`src/rtl/instr_fetch_queue.sv`:
```
`default_nettype none
// +----------------------------------------------------------------------------+
// | Module   : instr_fetch_queue                                               |
// | Purpose  : Circular instruction/PC queue between fetch and decode with     |
// |            first-word fall-through head and flush-to-empty.                |
// | Revision : 1.0 - initial release                                           |
// +----------------------------------------------------------------------------+
module instr_fetch_queue #(
   parameter int DEPTH = 4,
   parameter int WIDTH = 32
) (
   input  logic                     clk,
   input  logic                     rst,
   input  logic [WIDTH-1:0]         instr_in,
   input  logic [WIDTH-1:0]         pc_in,
   input  logic                     in_valid,
   output logic                     stall,
   input  logic                     flush,
   input  logic                     out_ready,
   output logic                     out_valid,
   output logic [WIDTH-1:0]         instr_out,
   output logic [WIDTH-1:0]         pc_out,
   output logic [$clog2(DEPTH):0]   count
);

   localparam int c_PTR_W = $clog2(DEPTH);
   localparam int c_CNT_W = c_PTR_W + 1;
   localparam logic [c_PTR_W-1:0] c_LAST_PTR = c_PTR_W'(DEPTH - 1);
   localparam logic [c_CNT_W-1:0] c_FULL     = c_CNT_W'(DEPTH);

   logic [2*WIDTH-1:0]  mem_q [DEPTH];
   logic [c_PTR_W-1:0]  wr_ptr_q, wr_ptr_d;
   logic [c_PTR_W-1:0]  rd_ptr_q, rd_ptr_d;
   logic [c_CNT_W-1:0]  count_q, count_d;
   logic                w_push;
   logic                w_pop;
   logic [2*WIDTH-1:0]  w_head;

   // Status flags come from registered occupancy only, so no input reaches them.
   assign stall     = (count_q == c_FULL);
   assign out_valid = (count_q != '0);
   assign count     = count_q;

   assign w_push = in_valid & ~stall & ~flush;
   assign w_pop  = out_valid & out_ready & ~flush;

   always_comb begin
      wr_ptr_d = wr_ptr_q;
      rd_ptr_d = rd_ptr_q;
      count_d  = count_q;
      if (flush) begin
         wr_ptr_d = '0;
         rd_ptr_d = '0;
         count_d  = '0;
      end else begin
         if (w_push) begin
            wr_ptr_d = (wr_ptr_q == c_LAST_PTR) ? '0 : wr_ptr_q + 1'b1;
         end
         if (w_pop) begin
            rd_ptr_d = (rd_ptr_q == c_LAST_PTR) ? '0 : rd_ptr_q + 1'b1;
         end
         case ({w_push, w_pop})
            2'b10:   count_d = count_q + 1'b1;
            2'b01:   count_d = count_q - 1'b1;
            default: count_d = count_q;
         endcase
      end
   end

   always_ff @(posedge clk or posedge rst) begin
      if (rst) begin
         wr_ptr_q <= '0;
         rd_ptr_q <= '0;
         count_q  <= '0;
      end else begin
         wr_ptr_q <= wr_ptr_d;
         rd_ptr_q <= rd_ptr_d;
         count_q  <= count_d;
      end
   end

   // Storage is deliberately unreset; the output mux hides it while empty.
   always_ff @(posedge clk) begin
      if (!rst && w_push) begin
         mem_q[wr_ptr_q] <= {instr_in, pc_in};
      end
   end

   assign w_head    = mem_q[rd_ptr_q];
   assign instr_out = out_valid ? w_head[2*WIDTH-1:WIDTH] : '0;
   assign pc_out    = out_valid ? w_head[WIDTH-1:0]       : '0;

endmodule
`default_nettype wire

```
`config.mk`:
```
export PLATFORM = sky130hd
export DESIGN_NAME = instr_fetch_queue
export DESIGN_NICKNAME = d
export VERILOG_FILES = /design/src/rtl/instr_fetch_queue.sv
export SDC_FILE = /design/constraint.sdc
export NUM_CORES = 1
export LEC_CHECK = 0
export BUFFER_PORTS_ARGS = -buffer_cell sky130_fd_sc_hd__buf_2
export CAP_MARGIN = 25
export CORE_UTILIZATION = 53
export DETAILED_ROUTE_END_ITERATION = 16
export PLACE_DENSITY_LB_ADDON = 0.15
export SLEW_MARGIN = 25
export SYNTH_ARGS = -nofsm -noshare
export SYNTH_HDL_FRONTEND = slang
export SYNTH_SLANG_ARGS = --single-unit
```
`constraint.sdc`:
```
create_clock -name clk -period 12.6 [get_ports clk]
set_clock_uncertainty 0.05 [all_clocks]
set_input_delay 3.15 -clock clk [delete_from_list [all_inputs] [get_ports clk]]
set_output_delay 3.15 -clock clk [all_outputs]
set_load 0.03 [all_outputs]
```
==> metrics.md, run 1 <==
| Metric | Value |
|---|---|
| Final setup margin | `6.341 ns` |
| Vias/cell | `5.465` |
| Startpoint Class | `flop` |
| Seq cells post-synth | `between 200 and 300` |
| Cell Area, Placed | `approximately 11000 sq um` |
| Placed Cells | `853` |
| Post-Syn Area per Cell | `~21 sq um` |
| Syn_nets | `551` |
| Clock tree buffer depth | `3` |
| Top post-synthesis cells by area | `edfxtp_1, mux4_2, and2_1` |
| Wire length on met3 | `~1100 microns` |
| RSZ-0062 raised after global routing | `false` |
| Die W | `about 140 microns` |
| Crit Path Class | `flop to output pin` |
| Placer Congestion | `0.7566` |
| Drt pass-1 iters | `4` |
| Maximum clock frequency | `159.8 MHz` |
| Clk_lat worst skew | `approximately 0.53 ns` |
| PD cells | `172.1 nW/um^2` |
| Status | `finished, final reports clean` |
| Placed wire-length estimate | `approximately 10000 microns` |
| Met2 Routed Length | `9318 microns` |
| Post-cts resize count | `0` |
| Antenna Violating Nets Remaining | `0` |
| Die height | `around 140 microns` |
| Post-CTS setup buffers | `0` |
| YS warnings | `0` |
| FP Rows | `50` |
| P_leak | `4.135 nW` |
| Hold slack | `~0.56 ns` |
| Max VDD drop | `between 0.1 and 0.15 mV` |
| Clk root buf | `clkbuf_16` |
| Layout Nets | `696` |
| Number of distinct library cells after synthesis | `38` |
| Layout area overhead | `17.41%` |
| Avg WL per Cell | `between 20 and 25 microns` |
| Routed wire length | `18480 microns` |
| DR vias | `4946` |
| Setup WS pre-CTS | `6.783 ns` |
| Final hold viol count | `0` |
| Number of antenna violations at the first check in global routing | `2` |
| H-tree depth | `1` |
| Max-cap violations | `0` |
| Vias in the first global route | `5328` |
| Non-filler cells, final | `a little over 900` |
| First-pass GRT wire length | `29140 microns` |
| M1 wire length | `7672 microns` |
| Synth area leader | `edfxtp_1` |
| Max_slew headroom | `0.3347` |
| Setup_tns | `0 ns` |
| Uppermost layer routed | `met4` |
| DRC Markers | `0` |
| Post-synth top area share | `0.7503` |
| Worst-path clk slew | `0.06 ns` |
| DR iter-0 viols | `256` |
| Maximum fanout along the worst path | `40` |
| Max-slew violation count | `0` |
| GR Overflow Total | `0` |
| CTS Sinks | `263` |
| Netlist area before placement | `10250 sq um` |
| Design area | `12030 sq um` |
| IO Pins | `138` |
| WP data required | `9.40 ns` |
| Crit share post-route | `0.4968` |
| Final setup viols | `0` |
| Share of cells above drive strength 1 | `0.3966` |
| Fin crit period | `approximately 6.3 ns` |
| Worst-Margin Slew | `0.9980 ns` |
| Mapped Cells | `477` |
| Initial core utilization | `0.5441` |
| CTS tree | `done` |
| Hold buffers post-CTS | `0` |
| CP endpoint kind | `output pin` |
| Type of the tightest min-delay check | `flop to flop` |
| Core outline area | `between 15000 and 20000 sq um` |
| Seq/Total Area, Yosys | `0.7674` |
| IO Port Bufs | `137` |
| Largest net degree at the start of global routing | `66` |
| Die area | `19890 sq um` |
| Worst EP arrival | `roughly 3.1 ns` |
| CTS Buf Count | `27` |
| Gr usage total | `0.1952` |
power breakdown:
| part | total (mW) | internal, mW | switching (mW) |
|---|---|---|---|
| combinational | 0.315 | 0.122 | 0.193 |
| clock | 0.755 | 0.443 | 0.311 |
| sequential | 1.00 | 0.978 | 0.0221 |
| total | 2.07 | 1.54 | 0.527 |
layout make-up:
type / instances / area, sq um
Fill cell: 1301 / 6800
Inverter: 11 / 41.29
Antenna cell: 2 / 5.005
Clock buffer: 37 / 723.2
Sequential cell: 263 / 7870
Timing Repair Buffer: 143 / 730.7
Tap cell: 260 / 325.3
Multi-Input combinational cell: 176 / 2210
Clock inverter: 13 / 125.1
state kept, by name (all words and copies together) (netlist names):
signal	cells
mem_q	256
rd_ptr_q	2
wr_ptr_q	2
count	3
synth_stat cells:
master     number
edfxtp_1      256
and2_1         64
mux4_2         64
inv_1          11
clkbuf_1       10
nor2_1         10
buf_2           7
dfrtp_1         7
buf_6           6
ha_1            4
nand3_1         4
a21oi_1         3
o21ai_0         3
buf_4           2
o22ai_1         2
xor2_1          2
a211oi_1        1
a221oi_1        1
a22oi_1         1
and2_0          1
buf_1           1
clkbuf_2        1
fa_1            1
mux2_2          1
nand2b_1        1
nand3b_1        1
nor3_1          1
nor3b_1         1
o2111ai_1       1
o21a_1          1
o311ai_0        1
o31ai_1         1
o41ai_1         1
or3_1           1
or3b_1          1
or3b_2          1
or4_1           1
xnor2_1         1
cell usage in the layout, fill, tap and decap left out, drive strengths merged, types with 2 or more instances in the layout:
cell type  netlist  routed
edfxtp         256     256
and2            65      65
nand3            4       4
clkinvlp         0       2
a21oi            3       3
o21ai            3       3
inv             11      12
clkbuf          11      37
ha               4       4
bufinv           0       2
xor2             2       2
or3b             2       2
dfrtp            7       7
mux4            64      64
buf             16     143
clkinv           0       8
diode            0       2
nor2            10      10
o22ai            2       2
worst max-delay path, cell delays in order, from the launching register on:
cell and delay (ns):
dfrtp_4 0.78, buf_4 0.76, mux4_2 0.60, and2_1 0.20, buf_2 0.18
per-layer routing:
metal  GRT usage  vias to the layer above
met3     0.03838                       30
met5           0                        -
li1            -                     2212
met2      0.3325                      151
met4     0.05892                        0
met1      0.2570                     2553
cell families (layout without fill, tap and decap cells):
kind of cell | Yosys count | after routing | synth area share
simple gates | 87 | 87 | 0.05092
flops | 263 | 263 | 0.7674
xor+xnor | 3 | 3 | 0.002565
other cells | 0 | 2 | 0
fa+ha+maj | 5 | 5 | 0.006839
buf+inv | 38 | 204 | 0.02003
compound gates | 16 | 16 | 0.01050
mux | 65 | 65 | 0.1418
per-stage QoR:
| step | power, mW | utilization |
|---|---|---|
| after floorplan | 1.249 | - |
| after global placement | 1.336 | 0.5936 |
| after detailed placement | 1.340 | 0.5936 |
| after CTS | 2.089 | 0.6386 |
| after global routing | 2.147 | 0.6386 |
| final | 2.070 | 0.6389 |
path summary, 6_finish.rpt:
| path | slack, ns | endpoint | cells after the start | startpoint |
|---|---|---|---|---|
| setup / recovery | 6.34 | instr_out[0] | 4 | rd_ptr_q[0] |
| setup reg to reg | 9.68 | mem_q[1][61] | 5 | count[0] |
| min in group asynchronous | 2.52 | wr_ptr_q[0] | 2 | rst |
| hold / removal | 0.56 | wr_ptr_q[0] | 2 | wr_ptr_q[0] |
| max in group asynchronous | 9.70 | rd_ptr_q[1] | 2 | rst |
| hold reg to reg | 0.56 | wr_ptr_q[0] | 2 | wr_ptr_q[0] |
Power figures use the tool's default switching activity.
==> run 2: changes to the inputs <==
- CORE_UTILIZATION: 53 -> 52
- clock period: 12.6 -> 5 ns (I/O delays scaled with it)
==> run 2 against run 1 <==
Net effect: sequential share of layout area decreased by 0.43 points; via count increased by 1.4%; critical endpoint is now pc_out[28]; routed wire length increased by 0.31%; global-route usage decreased by 0.57 points; cell count decreased by 0.33%; largest power group unchanged; largest cell class unchanged.
==> metrics.md, run 2 (synthesis results as in run 1) <==
| Metric | Value |
|---|---|
| Final setup margin | `0.9741 ns (-5.367 ns)` |
| Antenna Violating Nets Remaining | `0 (unchanged)` |
| Number of antenna violations at the first check in global routing | `4 (+2)` |
| Final setup viols | `0 (unchanged)` |
| Placed wire-length estimate | `10360 microns (+2.1%)` |
| Most frequent cells in the layout | `edfxtp_1, buf_2, mux4_2, and2_1, clkbuf_16` |
| First-pass GRT wire length | `28740 microns (-1.4%)` |
| Sequential share of power | `0.480 (-0.003)` |
| DR vias | `5015 (+1.4%)` |
| Comb power frac | `0.150 (-0.002)` |
| Startpoint Class | `flop` |
| Vias in the first global route | `5371 (+0.81%)` |
| CTS Sinks | `263 (unchanged)` |
| Die W | `142.4 microns (+0.94%)` |
| Drt pass-1 iters | `4 (unchanged)` |
| Setup WS pre-CTS | `1.430 ns (-5.353 ns)` |
| Max_slew headroom | `0.3373 (+0.002645)` |
| Hold slack | `0.5442 ns (-0.01370 ns)` |
| Die area | `20270 sq um (+1.9%)` |
| Footprint of the multi-input gates | `2213 sq um (+0.17%)` |
| Post-layout util | `0.6368 (-0.002094)` |
| Hold buffers post-CTS | `0 (unchanged)` |
| IO Port Bufs | `137 (unchanged)` |
| PD cells | `435.1 nW/um^2 (+150%)` |
| Worst-path clk slew | `0.06 ns (about the same)` |
| Largest net degree at the start of global routing | `66 (unchanged)` |
| Share of cells above drive strength 1 | `0.3916 (-0.005003)` |
| Clock power frac | `0.370 (+0.005)` |
| IO Pins | `138 (unchanged)` |
| Worst EP arrival | `2.73 ns (-0.33 ns)` |
| Maximum fanout along the worst path | `37 (-7.5%)` |
| FP Rows | `50 (unchanged)` |
| Cell Int Power | `3.966 mW (+160%)` |
| Layout Nets | `696 (unchanged)` |
| H-tree depth | `1 (unchanged)` |
| Most common cell after layout, fill and taps aside | `edfxtp_1` |
| Vias/cell | `5.560 (+1.7%)` |
| Biggest register | `mem_q` |
| Slowest cell on crit path | `dfrtp_4` |
| Type of the tightest min-delay check | `flop to flop` |
| Largest register FFs | `256 (unchanged)` |
| Gr usage total | `0.1895 (-0.005692)` |
| CP peak stage delay | `0.95 ns (+0.17 ns)` |
| Avg WL per Cell | `20.55 microns (+0.65%)` |
| Max VDD drop | `0.2783 mV (+110%)` |
| RSZ-0062 raised after global routing | `false` |
| Layout area overhead | `18.20%` |
| P_leak | `4.162 nW (+0.65%)` |
| Post-cts resize count | `0 (unchanged)` |
| Fillers | `1366 (+5.0%)` |
| Initial core utilization | `0.5388 (-0.005370)` |
| Cell Chain, Critical Path | `buf_4, mux4_2, and2_1, buf_2` |
| Routed wire length | `18540 microns (+0.31%)` |
| Clock tree buffer depth | `3 (unchanged)` |
| WP data required | `3.70 ns (-5.70 ns)` |
| Seq. cell area | `7870 sq um (unchanged)` |
| Maximum clock frequency | `248.4 MHz` |
| Placer Congestion | `0.7290 (-3.6%)` |
| Die height | `142.4 microns (+0.94%)` |
| Crit share post-route | `0.8052` |
| Crit Path Class | `flop to output pin` |
| Crit-path leading delay family | `flip-flops` |
| DR iter-0 viols | `268 (+4.7%)` |
| Core outline area | `19020 sq um (+1.0%)` |
| GR Overflow Total | `0 (unchanged)` |
| Net load switching power | `1.304 mW (+150%)` |
| Worst-Margin Slew | `0.9940 ns (-0.003968 ns)` |
| Max-slew violation count | `0 (unchanged)` |
| Fin crit period | `4.026 ns` |
| DRC Markers | `0 (unchanged)` |
| Setup_tns | `0 ns (unchanged)` |
| Sw Ratio | `0.2475 (-0.006962)` |
| Clk root buf | `clkbuf_16` |
| CP endpoint kind | `output pin` |
| CTS Buf Count | `27 (unchanged)` |
| Max-cap violations | `0 (unchanged)` |
| Final hold viol count | `0 (unchanged)` |
| Critical path buffers and inverters | `2 (unchanged)` |
| Clk_lat worst skew | `0.51 ns (-0.02 ns)` |
| CTS tree | `done` |
| Status | `finished, final reports clean` |
| Post-CTS setup buffers | `0 (unchanged)` |
[run 2: area by class of cell]
type / instances / share of cell area
Multi-Input combinational cell: 176 / 0.1828
Inverter: 11 / 0.003409
Tap cell: 260 / 0.02686
Antenna cell: 1 / 0.0002066
Sequential cell: 263 / 0.6499
Timing Repair Buffer: 143 / 0.06550
Clock inverter: 16 / 0.01405
Clock buffer: 32 / 0.05734
[run 2: metrics by stage]
step                std cells  power (mW)  cell area, sq um
global placement          853       3.371             11240
CTS                       901       5.330             12110
finish                    902       5.270             12110
detailed placement        853       3.384             11240
floorplan                 477       3.147             10250
global route              902       5.457             12110
[run 2: tightest hold or removal path: stages, from the launching register on]
cell and delay (ns):
dfrtp_1 0.41, o21ai_0 0.08, a21oi_1 0.06
[run 2: worst paths after layout]
kind / start / cells past startpoint / to / slack, ns
worst max-delay path: rd_ptr_q[0] / 4 / pc_out[28] / 0.97
worst min-delay path: wr_ptr_q[1] / 2 / wr_ptr_q[1] / 0.54
worst max register to register: count[0] / 5 / mem_q[0][3] / 2.46
worst min register to register: wr_ptr_q[1] / 2 / wr_ptr_q[1] / 0.54
max in group asynchronous: rst / 2 / rd_ptr_q[0] / 4.03
min in group asynchronous: rst / 2 / count[1] / 0.63
[run 2: routing by layer]
metal | global-route usage | vias to the layer above | routed length, microns
li1 | - | 2216 | -
met1 | 0.2392 | 2607 | 7545
met2 | 0.3287 | 151 | 9429
met3 | 0.04744 | 35 | 1213
met4 | 0.04867 | 6 | 309
met5 | 0 | - | 39
[run 2: power by group through the flow]
stage               sequential, mW  clock, mW  combinational, mW
finish                        2.53       1.95              0.790
global route                  2.54       2.07              0.850
CTS                           2.53       1.99              0.805
detailed placement            2.58          0              0.803
global placement              2.58          0              0.793
floorplan                     2.53          0              0.617
